--- src/rtl/nand_page_reader.sv ---
// nand_page_reader: NAND flash page-read controller.
// Issues READ (0x00), ADDR_CYC address bytes (byte 0 first) and the confirm
// command (0x30). It then waits out tWB, waits for R/B# and streams read_len
// words with programmable RE# timing. Bus writes use programmable WE# timing.
// Optional feature macro RB_TIMEOUT_EN adds an R/B# timeout that raises busy_err.
module nand_page_reader #(
  parameter int DQ_W        = 8,
  parameter int ADDR_CYC    = 5,
  parameter int LEN_W       = 12,
  parameter int WE_LOW_CYC  = 1,
  parameter int WE_HIGH_CYC = 1,
  parameter int RE_LOW_CYC  = 2,
  parameter int RE_HIGH_CYC = 1,
  parameter int WB_CYC      = 10,
  parameter int TO_W        = 16
) (
  input  logic                    clk,
  input  logic                    reset,
  input  logic                    start,
  input  logic [8*ADDR_CYC-1:0]   addr,
  input  logic [LEN_W-1:0]        read_len,
  input  logic                    nand_rb,
  input  logic [DQ_W-1:0]         nand_dq_in,
  output logic                    nand_ce_n,
  output logic                    nand_cle,
  output logic                    nand_ale,
  output logic                    nand_we_n,
  output logic                    nand_re_n,
  output logic [DQ_W-1:0]         nand_dq_out,
  output logic                    nand_dq_oe,
  output logic [DQ_W-1:0]         data_out,
  output logic                    data_valid,
  output logic                    ready,
  output logic                    complete,
  output logic                    busy_err
);

  localparam int ADDR_W = 8 * ADDR_CYC;
  localparam int CNT_W  = 16;
  localparam int AB_W   = (ADDR_CYC > 1) ? $clog2(ADDR_CYC) : 1;

  localparam logic [7:0]       CMD_READ    = 8'h00;
  localparam logic [7:0]       CMD_CONFIRM = 8'h30;
  localparam logic [CNT_W-1:0] WE_LO_LAST  = CNT_W'(WE_LOW_CYC - 1);
  localparam logic [CNT_W-1:0] WE_HI_LAST  = CNT_W'(WE_HIGH_CYC - 1);
  localparam logic [CNT_W-1:0] RE_LO_LAST  = CNT_W'(RE_LOW_CYC - 1);
  localparam logic [CNT_W-1:0] RE_HI_LAST  = CNT_W'(RE_HIGH_CYC - 1);
  localparam logic [CNT_W-1:0] WB_LAST     = CNT_W'(WB_CYC - 1);
  localparam logic [AB_W-1:0]  AB_LAST     = AB_W'(ADDR_CYC - 1);

  typedef enum logic [2:0] {
    S_IDLE, S_CMD1, S_ADDR, S_CMD2, S_WAIT_WB, S_WAIT_RB, S_READ, S_DONE
  } state_e;

  // Command/address bytes are zero-extended onto the DQ bus.
  function automatic logic [DQ_W-1:0] to_dq(input logic [7:0] b);
    return DQ_W'(b);
  endfunction

  state_e            state_q;
  logic [CNT_W-1:0]  cyc_q;       // clocks spent in the current strobe phase / tWB
  logic              hi_q;        // 0: strobe low phase, 1: strobe high phase
  logic [ADDR_W-1:0] addr_q;      // shifts down one byte per address write
  logic [AB_W-1:0]   abyte_q;     // index of the address byte being written
  logic [LEN_W-1:0]  len_q;
  logic [LEN_W-1:0]  word_q;      // words captured so far
  logic              rb_meta_q;
  logic              rb_sync_q;

  logic              ce_n_q, cle_q, ale_q, we_n_q, re_n_q, dq_oe_q;
  logic [DQ_W-1:0]   dq_out_q, data_out_q;
  logic              data_valid_q, ready_q, complete_q;

  logic [CNT_W-1:0]  cyc_d;
  logic [LEN_W-1:0]  word_d;
  logic [ADDR_W-1:0] addr_sh_d;

  assign cyc_d     = cyc_q + CNT_W'(1);
  assign word_d    = word_q + LEN_W'(1);
  assign addr_sh_d = addr_q >> 8;

`ifdef RB_TIMEOUT_EN
  logic [TO_W-1:0] to_cnt_q;
  logic [TO_W-1:0] to_cnt_d;
  logic            busy_err_q;

  assign to_cnt_d = to_cnt_q + TO_W'(1);
  assign busy_err = busy_err_q;
`else
  // Without the timeout feature TO_W sizes nothing and the flag folds to 0.
  assign busy_err = (TO_W < 0) ? 1'b1 : 1'b0;
`endif

  // Two-flop synchroniser for the asynchronous R/B# pin.
  always_ff @(posedge clk or negedge reset) begin
    if (!reset) begin
      rb_meta_q <= 1'b0;
      rb_sync_q <= 1'b0;
    end else begin
      rb_meta_q <= nand_rb;
      rb_sync_q <= rb_meta_q;
    end
  end

  // Sequencer: walks the page-read protocol and drives every pin from a register.
  always_ff @(posedge clk or negedge reset) begin
    if (!reset) begin
      state_q      <= S_IDLE;
      cyc_q        <= '0;
      hi_q         <= 1'b0;
      addr_q       <= '0;
      abyte_q      <= '0;
      len_q        <= '0;
      word_q       <= '0;
      ce_n_q       <= 1'b1;
      cle_q        <= 1'b0;
      ale_q        <= 1'b0;
      we_n_q       <= 1'b1;
      re_n_q       <= 1'b1;
      dq_out_q     <= '0;
      dq_oe_q      <= 1'b0;
      data_out_q   <= '0;
      data_valid_q <= 1'b0;
      ready_q      <= 1'b1;
      complete_q   <= 1'b0;
`ifdef RB_TIMEOUT_EN
      to_cnt_q     <= '0;
      busy_err_q   <= 1'b0;
`endif
    end else begin
      data_valid_q <= 1'b0;
      complete_q   <= 1'b0;
      case (state_q)
        S_IDLE: begin
          if (start) begin
            addr_q   <= addr;
            len_q    <= read_len;
            word_q   <= '0;
            abyte_q  <= '0;
            ready_q  <= 1'b0;
            ce_n_q   <= 1'b0;
            cle_q    <= 1'b1;
            ale_q    <= 1'b0;
            dq_out_q <= to_dq(CMD_READ);
            dq_oe_q  <= 1'b1;
            we_n_q   <= 1'b0;
            cyc_q    <= '0;
            hi_q     <= 1'b0;
            state_q  <= S_CMD1;
`ifdef RB_TIMEOUT_EN
            busy_err_q <= 1'b0;
`endif
          end
        end

        S_CMD1, S_ADDR, S_CMD2: begin
          if (!hi_q) begin
            if (cyc_q == WE_LO_LAST) begin
              we_n_q <= 1'b1;
              hi_q   <= 1'b1;
              cyc_q  <= '0;
            end else begin
              cyc_q <= cyc_d;
            end
          end else if (cyc_q != WE_HI_LAST) begin
            cyc_q <= cyc_d;
          end else begin
            // Write finished: the next write (if any) starts on this same edge.
            cyc_q <= '0;
            hi_q  <= 1'b0;
            if (state_q == S_CMD1) begin
              cle_q    <= 1'b0;
              ale_q    <= 1'b1;
              dq_out_q <= to_dq(addr_q[7:0]);
              we_n_q   <= 1'b0;
              state_q  <= S_ADDR;
            end else if (state_q == S_ADDR) begin
              if (abyte_q == AB_LAST) begin
                ale_q    <= 1'b0;
                cle_q    <= 1'b1;
                dq_out_q <= to_dq(CMD_CONFIRM);
                we_n_q   <= 1'b0;
                state_q  <= S_CMD2;
              end else begin
                abyte_q  <= abyte_q + AB_W'(1);
                addr_q   <= addr_sh_d;
                dq_out_q <= to_dq(addr_sh_d[7:0]);
                we_n_q   <= 1'b0;
              end
            end else begin
              cle_q    <= 1'b0;
              dq_oe_q  <= 1'b0;
              dq_out_q <= '0;
              state_q  <= S_WAIT_WB;
            end
          end
        end

        S_WAIT_WB: begin
          if (cyc_q == WB_LAST) begin
            cyc_q   <= '0;
            state_q <= S_WAIT_RB;
`ifdef RB_TIMEOUT_EN
            to_cnt_q <= '0;
`endif
          end else begin
            cyc_q <= cyc_d;
          end
        end

        S_WAIT_RB: begin
          if (rb_sync_q) begin
            if (len_q == '0) begin
              ce_n_q     <= 1'b1;
              complete_q <= 1'b1;
              state_q    <= S_DONE;
            end else begin
              re_n_q  <= 1'b0;
              cyc_q   <= '0;
              hi_q    <= 1'b0;
              state_q <= S_READ;
            end
          end
`ifdef RB_TIMEOUT_EN
          else if (to_cnt_d == '1) begin
            busy_err_q <= 1'b1;
            ce_n_q     <= 1'b1;
            complete_q <= 1'b1;
            state_q    <= S_DONE;
          end else begin
            to_cnt_q <= to_cnt_d;
          end
`endif
        end

        S_READ: begin
          if (!hi_q) begin
            if (cyc_q == RE_LO_LAST) begin
              // Capture on the last low clock, the same edge that raises RE#.
              re_n_q       <= 1'b1;
              data_out_q   <= nand_dq_in;
              data_valid_q <= 1'b1;
              word_q       <= word_d;
              hi_q         <= 1'b1;
              cyc_q        <= '0;
            end else begin
              cyc_q <= cyc_d;
            end
          end else if (cyc_q != RE_HI_LAST) begin
            cyc_q <= cyc_d;
          end else begin
            cyc_q <= '0;
            hi_q  <= 1'b0;
            if (word_q == len_q) begin
              ce_n_q     <= 1'b1;
              complete_q <= 1'b1;
              state_q    <= S_DONE;
            end else begin
              re_n_q <= 1'b0;
            end
          end
        end

        S_DONE: begin
          ready_q <= 1'b1;
          state_q <= S_IDLE;
        end

        default: begin
          ce_n_q  <= 1'b1;
          cle_q   <= 1'b0;
          ale_q   <= 1'b0;
          we_n_q  <= 1'b1;
          re_n_q  <= 1'b1;
          dq_oe_q <= 1'b0;
          ready_q <= 1'b1;
          state_q <= S_IDLE;
        end
      endcase
    end
  end

  assign nand_ce_n   = ce_n_q;
  assign nand_cle    = cle_q;
  assign nand_ale    = ale_q;
  assign nand_we_n   = we_n_q;
  assign nand_re_n   = re_n_q;
  assign nand_dq_out = dq_out_q;
  assign nand_dq_oe  = dq_oe_q;
  assign data_out    = data_out_q;
  assign data_valid  = data_valid_q;
  assign ready       = ready_q;
  assign complete    = complete_q;

endmodule

--- config.mk ---
export PLATFORM = sky130hd
export DESIGN_NAME = nand_page_reader
export DESIGN_NICKNAME = d
export VERILOG_FILES = /design/src/rtl/nand_page_reader.sv
export SDC_FILE = /design/constraint.sdc
export NUM_CORES = 1
export LEC_CHECK = 0
export ABC_AREA = 1
export CAP_MARGIN = 40
export CELL_PAD_IN_SITES_DETAIL_PLACEMENT = 0
export CELL_PAD_IN_SITES_GLOBAL_PLACEMENT = 2
export CORE_MARGIN = 5
export CORE_UTILIZATION = 31
export DETAILED_ROUTE_END_ITERATION = 8
export GPL_TIMING_DRIVEN = 0
export PLACE_DENSITY = 0.88
export RECOVER_POWER = 50
export SETUP_SLACK_MARGIN = 0.15
export SYNTH_ARGS = -nofsm -noshare
export SYNTH_HDL_FRONTEND = slang
export SYNTH_SLANG_ARGS = --single-unit
--- constraint.sdc ---
create_clock -name clk -period 2.6 [get_ports clk]
set_clock_uncertainty 0.1 [all_clocks]
set_input_delay 0.52 -clock clk [delete_from_list [all_inputs] [get_ports clk]]
set_output_delay 0.52 -clock clk [all_outputs]
set_load 0.03 [all_outputs]
==> flow_results.org <==
** Run status
- Status :: completed

** Critical path
- Critical path launch point :: state_q[1]
- Startpoint type of the worst setup path :: register
- The critical path is of the reg2reg type.
- STA classifies the critical path endpoint as a register.
- Data on the critical path is required at its endpoint by 2.84 ns.
- Data arrives at the worst endpoint at 2.52 ns.
- In this run the worst path has a maximum fanout of 10.
- Start of the worst register-to-register path :: state_q[1]

** Timing
- Number of setup violations in the final report :: 0
- Transition time at the pin with the least slew margin :: 1.22 ns
- Max-slew headroom at the worst pin :: 0.189
- Peak Freq :: 0.440 GHz
- Final TNS setup :: 0 ns
- The worst path meets setup with 0.325 ns of slack.
- Shortest period the worst path allows :: 2.28 ns
- Part of the cycle the worst path needs :: 0.875
- Final hold vios :: 0
- Unrepaired setup endpoints after global routing :: no
- The final number of max-transition violations was 0.

** CTS
- Number of CTS-inserted buffers :: 17
- Clock Pin Slew Worst Setup and Hold Paths :: 0.06 ns
- Maximum level of the CTS H-tree :: 4
- Clock latency of the later-clocked register in the worst-skew pair :: 0.41 ns
- TritonCTS clock tree :: built
- The cell sitting at the root of the clock tree is a clkbuf_16.
- CTS Buffer Depth :: 2
- For this design, the sink count on the clock tree is 114.

** Floorplanning
- Site row count :: 52
- I/O pin count :: 90
- Initial Util :: 0.312
- In this run the horizontal extent of the chip is 152 um.
- Die area :: 0.0232 mm2
- Height of the chip :: 152 um
- Std-Cell Core Area :: 0.0201 mm2

** GRT
- Entering global routing, the biggest net connects 71 pins.
- Number of antenna violations at the first check in global routing :: 0
- Remaining Overflow, GRT :: 0
- Number of global-route vias before repair :: 5801
- The first global-routing pass estimated 29.5 mm of wire.
- Total track usage :: 0.155

** Yosys
- Total of warnings raised by yosys :: 0
- Each instance of the synthesized netlist takes up on average 7.07 um2.
- After synthesis the netlist holds a flip-flop and latch count of 114.
- In this run, distinct cell masters in the synthesized netlist total 33.
- Most used standard cell by instance count after synthesis :: nand2_1
- Synthesis produced a netlist whose cell count is 887.
- Fraction of synthesized area in multiplexers :: 0.00180
- Of the total synthesized cell area, the portion taken by AND, OR, NAND and NOR gates is 0.358.
- Area of the mapped netlist :: 0.00627 mm2
- Of the total synthesized cell area, the portion taken by full adders, half adders and majority gates is 0.0259.
- Of all flip-flops after synthesis, the portion carrying an async set or reset was 1.00.
- For this run, the leading register cell type out of synthesis is dfrtp_1.
- The number of nets handed over by synthesis was 964.
- Of the total synthesized cell area, the portion taken by XOR and XNOR cells is 0.0251.
- Sorting the synthesized cells by area gives the leading types as dfrtp_1 44%, nand2_1 26%, o21ai_0 4.3%.
- The synthesized design contains 0 enable-type register cells.
- Of the post-synthesis cell area, the dominant cell type holds 0.439.
- For this run, the register share of the synthesized area comes to 0.456.
- The area fraction in compound gates after synthesis came to 0.0653.
- After synthesis, the largest family of logic cells by area is simple AND/OR/NAND/NOR gates.
- The biggest area contributor in the post-synthesis netlist is dfrtp_1.
- Top cells by instance count after synthesis :: 429 x nand2_1, 110 x dfrtp_1, 65 x inv_1, 62 x nor2_1, 54 x o21ai_0

** Placed design
- Port buffer count :: 88
- Pre-CTS setup slack :: -0.106 ns
- Routability-driven placement finished with a final weighted congestion of 0.785.
- Dpl cells :: 1246
- Final HPWL from detailed placement :: 13.0 mm

** Routing
- For this run, the detailed router's first-pass iteration total came to 5.
- Vias after detailed routing :: 5727
- Aggregate routed wire length :: 17.6 mm
- After detailed routing, the average wire length per cell comes to 13.7 um.
- In the routed design, unresolved DRC markers number 0.
- Number of DRC markers in iteration 0 :: 296
- The count of nets left with antenna violations once routing finished came out at 0.
- Using the TritonRoute via totals, the vias-per-cell ratio works out to 4.45.

** Power
- The share of total power dissipated in sequential elements is 0.262.
- Part of the power in the clock network :: 0.270
- Psw :: 4.48 mW
- Dividing total power by cell area gives a power density of 1260 mW/mm2.
- Worst VDD drop :: 553 uV
- Leakage :: 4.08 nW
- Internal power comes to 5.98 mW.
- Combinational Power Share :: 0.468
- Net switching share of the total power :: 0.428

** Final layout
- Excluding fillers, the count of instances in the completed layout stands at 1286.
- Counting the fill cells in the layout gives 2100.
- Number of diodes :: 0
- Of the cells placed in the final design, the portion with a size suffix greater than 1 is 0.0787.
- Final nets :: 1080
- Relative to the synthesized area, the layout overhead comes to 32.6%.

** Hold path
- Class of the worst hold path :: reg2reg
- The startpoint identified for the worst hold timing path is rb_meta_q.

** Run
- Across the run, the number of max-cap violations was 0.
## cells by family (layout without fill, tap and decap cells)
| family | Yosys count | after routing |
|---|---|---|
| flops | 114 | 114 |
| xor+xnor | 18 | 18 |
| fa+ha+maj | 13 | 13 |
| mux | 1 | 1 |
| compound gates | 76 | 76 |
| buf+inv | 100 | 229 |
| simple gates | 564 | 564 |
| other cells | 1 | 1 |
## placed cells by master (no fill, tap or decap), types with 2 or more instances in the layout
master / instances
xnor2_1: 3
o22ai_1: 5
nor2_4: 2
a21oi_1: 6
bufinv_16: 7
buf_4: 8
clkbuf_4: 3
inv_6: 5
nand2_2: 3
buf_2: 7
clkdlybuf4s50_1: 81
inv_1: 65
xor2_1: 15
dfrtp_1: 110
nor2_1: 61
buf_6: 4
clkbuf_16: 17
nor3_1: 13
clkinvlp_4: 3
ha_1: 13
clkbuf_1: 9
inv_2: 6
dlygate4sd3_1: 7
nand2_1: 429
dfstp_2: 4
nand3_1: 42
o211ai_1: 4
clkbuf_2: 3
a31oi_1: 3
nand4_1: 10
o21ai_0: 54
## path summary, 6_finish.rpt
check | cells after the start | slack, ns | to
max | 14 | 0.32 | addr_q[0]
min | 0 | 0.26 | rb_sync_q
max reg2reg | 14 | 0.32 | addr_q[0]
min reg2reg | 0 | 0.26 | rb_sync_q
max in group asynchronous | 3 | 0.64 | nand_dq_out[1]
min in group asynchronous | 2 | 0.80 | word_q[4]
## routing by layer
metal / part of all wire / GRT usage / vias up
met4: 0.0064 / 0.0313 / 0
li1: - / - / 3001
met3: 0.039 / 0.0372 / 7
met1: 0.49 / 0.216 / 2632
met5: 0 / 0 / -
met2: 0.46 / 0.248 / 87
## critical path: stages, from the launching register on
cell and delay [ns]:
dfrtp_1 0.41, inv_1 0.11, ha_1 0.22, nand2_1 0.13, nand2_2 0.12, nor2_4 0.07, buf_4 0.15, nand2_1 0.10
o21ai_0 0.11, nor2_1 0.13, nand2_2 0.10, inv_2 0.10, clkbuf_4 0.23, nand2_1 0.08, nand2_1 0.06
## flip-flops by register name, summed over array words and instances, names as in the netlist, 3 cells and up
signal       count
len_q           12
abyte_q          3
data_out         8
addr_q          40
cyc_q           16
word_q          12
nand_dq_out      8
state_q          3
## power groups by stage
stage	combinational [mW]	sequential, mW	clock, mW
floorplan	2.97	2.99	0
global placement	4.79	2.76	0
detailed placement	4.81	2.76	0
CTS	4.84	2.75	2.91
global route	5.56	2.81	2.98
finish	4.90	2.74	2.83
## repair_timing
action | in CTS | in global routing
setup buffers | 1 | 6
hold buffers | 1 | 0
endpoints found under the setup margin | 10 | 67
pin swaps | 1 | 2
gates resized for setup | 1 | 10
endpoints found under the hold margin | 42 | 0
## stage by stage
stage | instance area, um2 | total power, mW | utilization | hold WS [ns]
3_3_place_gp | 7490 | 7.55 | 0.372 | 0.235
6_report | 8310 | 10.5 | 0.413 | 0.259
3_5_place_dp | 7520 | 7.57 | 0.374 | 0.250
4_1_cts | 8240 | 10.5 | 0.410 | 0.264
2_1_floorplan | 6270 | 5.96 | - | 0.124
5_1_grt | 8310 | 11.4 | 0.413 | 0.266
## cell type report
type	count	area, um2	share of cell area
Clock buffer	18	439	0.0529
Buffer	26	154	0.0185
Tap cell	270	338	0.0407
Multi-Input combinational cell	673	3000	0.361
Inverter	74	285	0.0343
Clock inverter	14	270	0.0325
Sequential cell	114	2860	0.344
Timing Repair Buffer	97	966	0.116
Power figures use the tool's default switching activity.
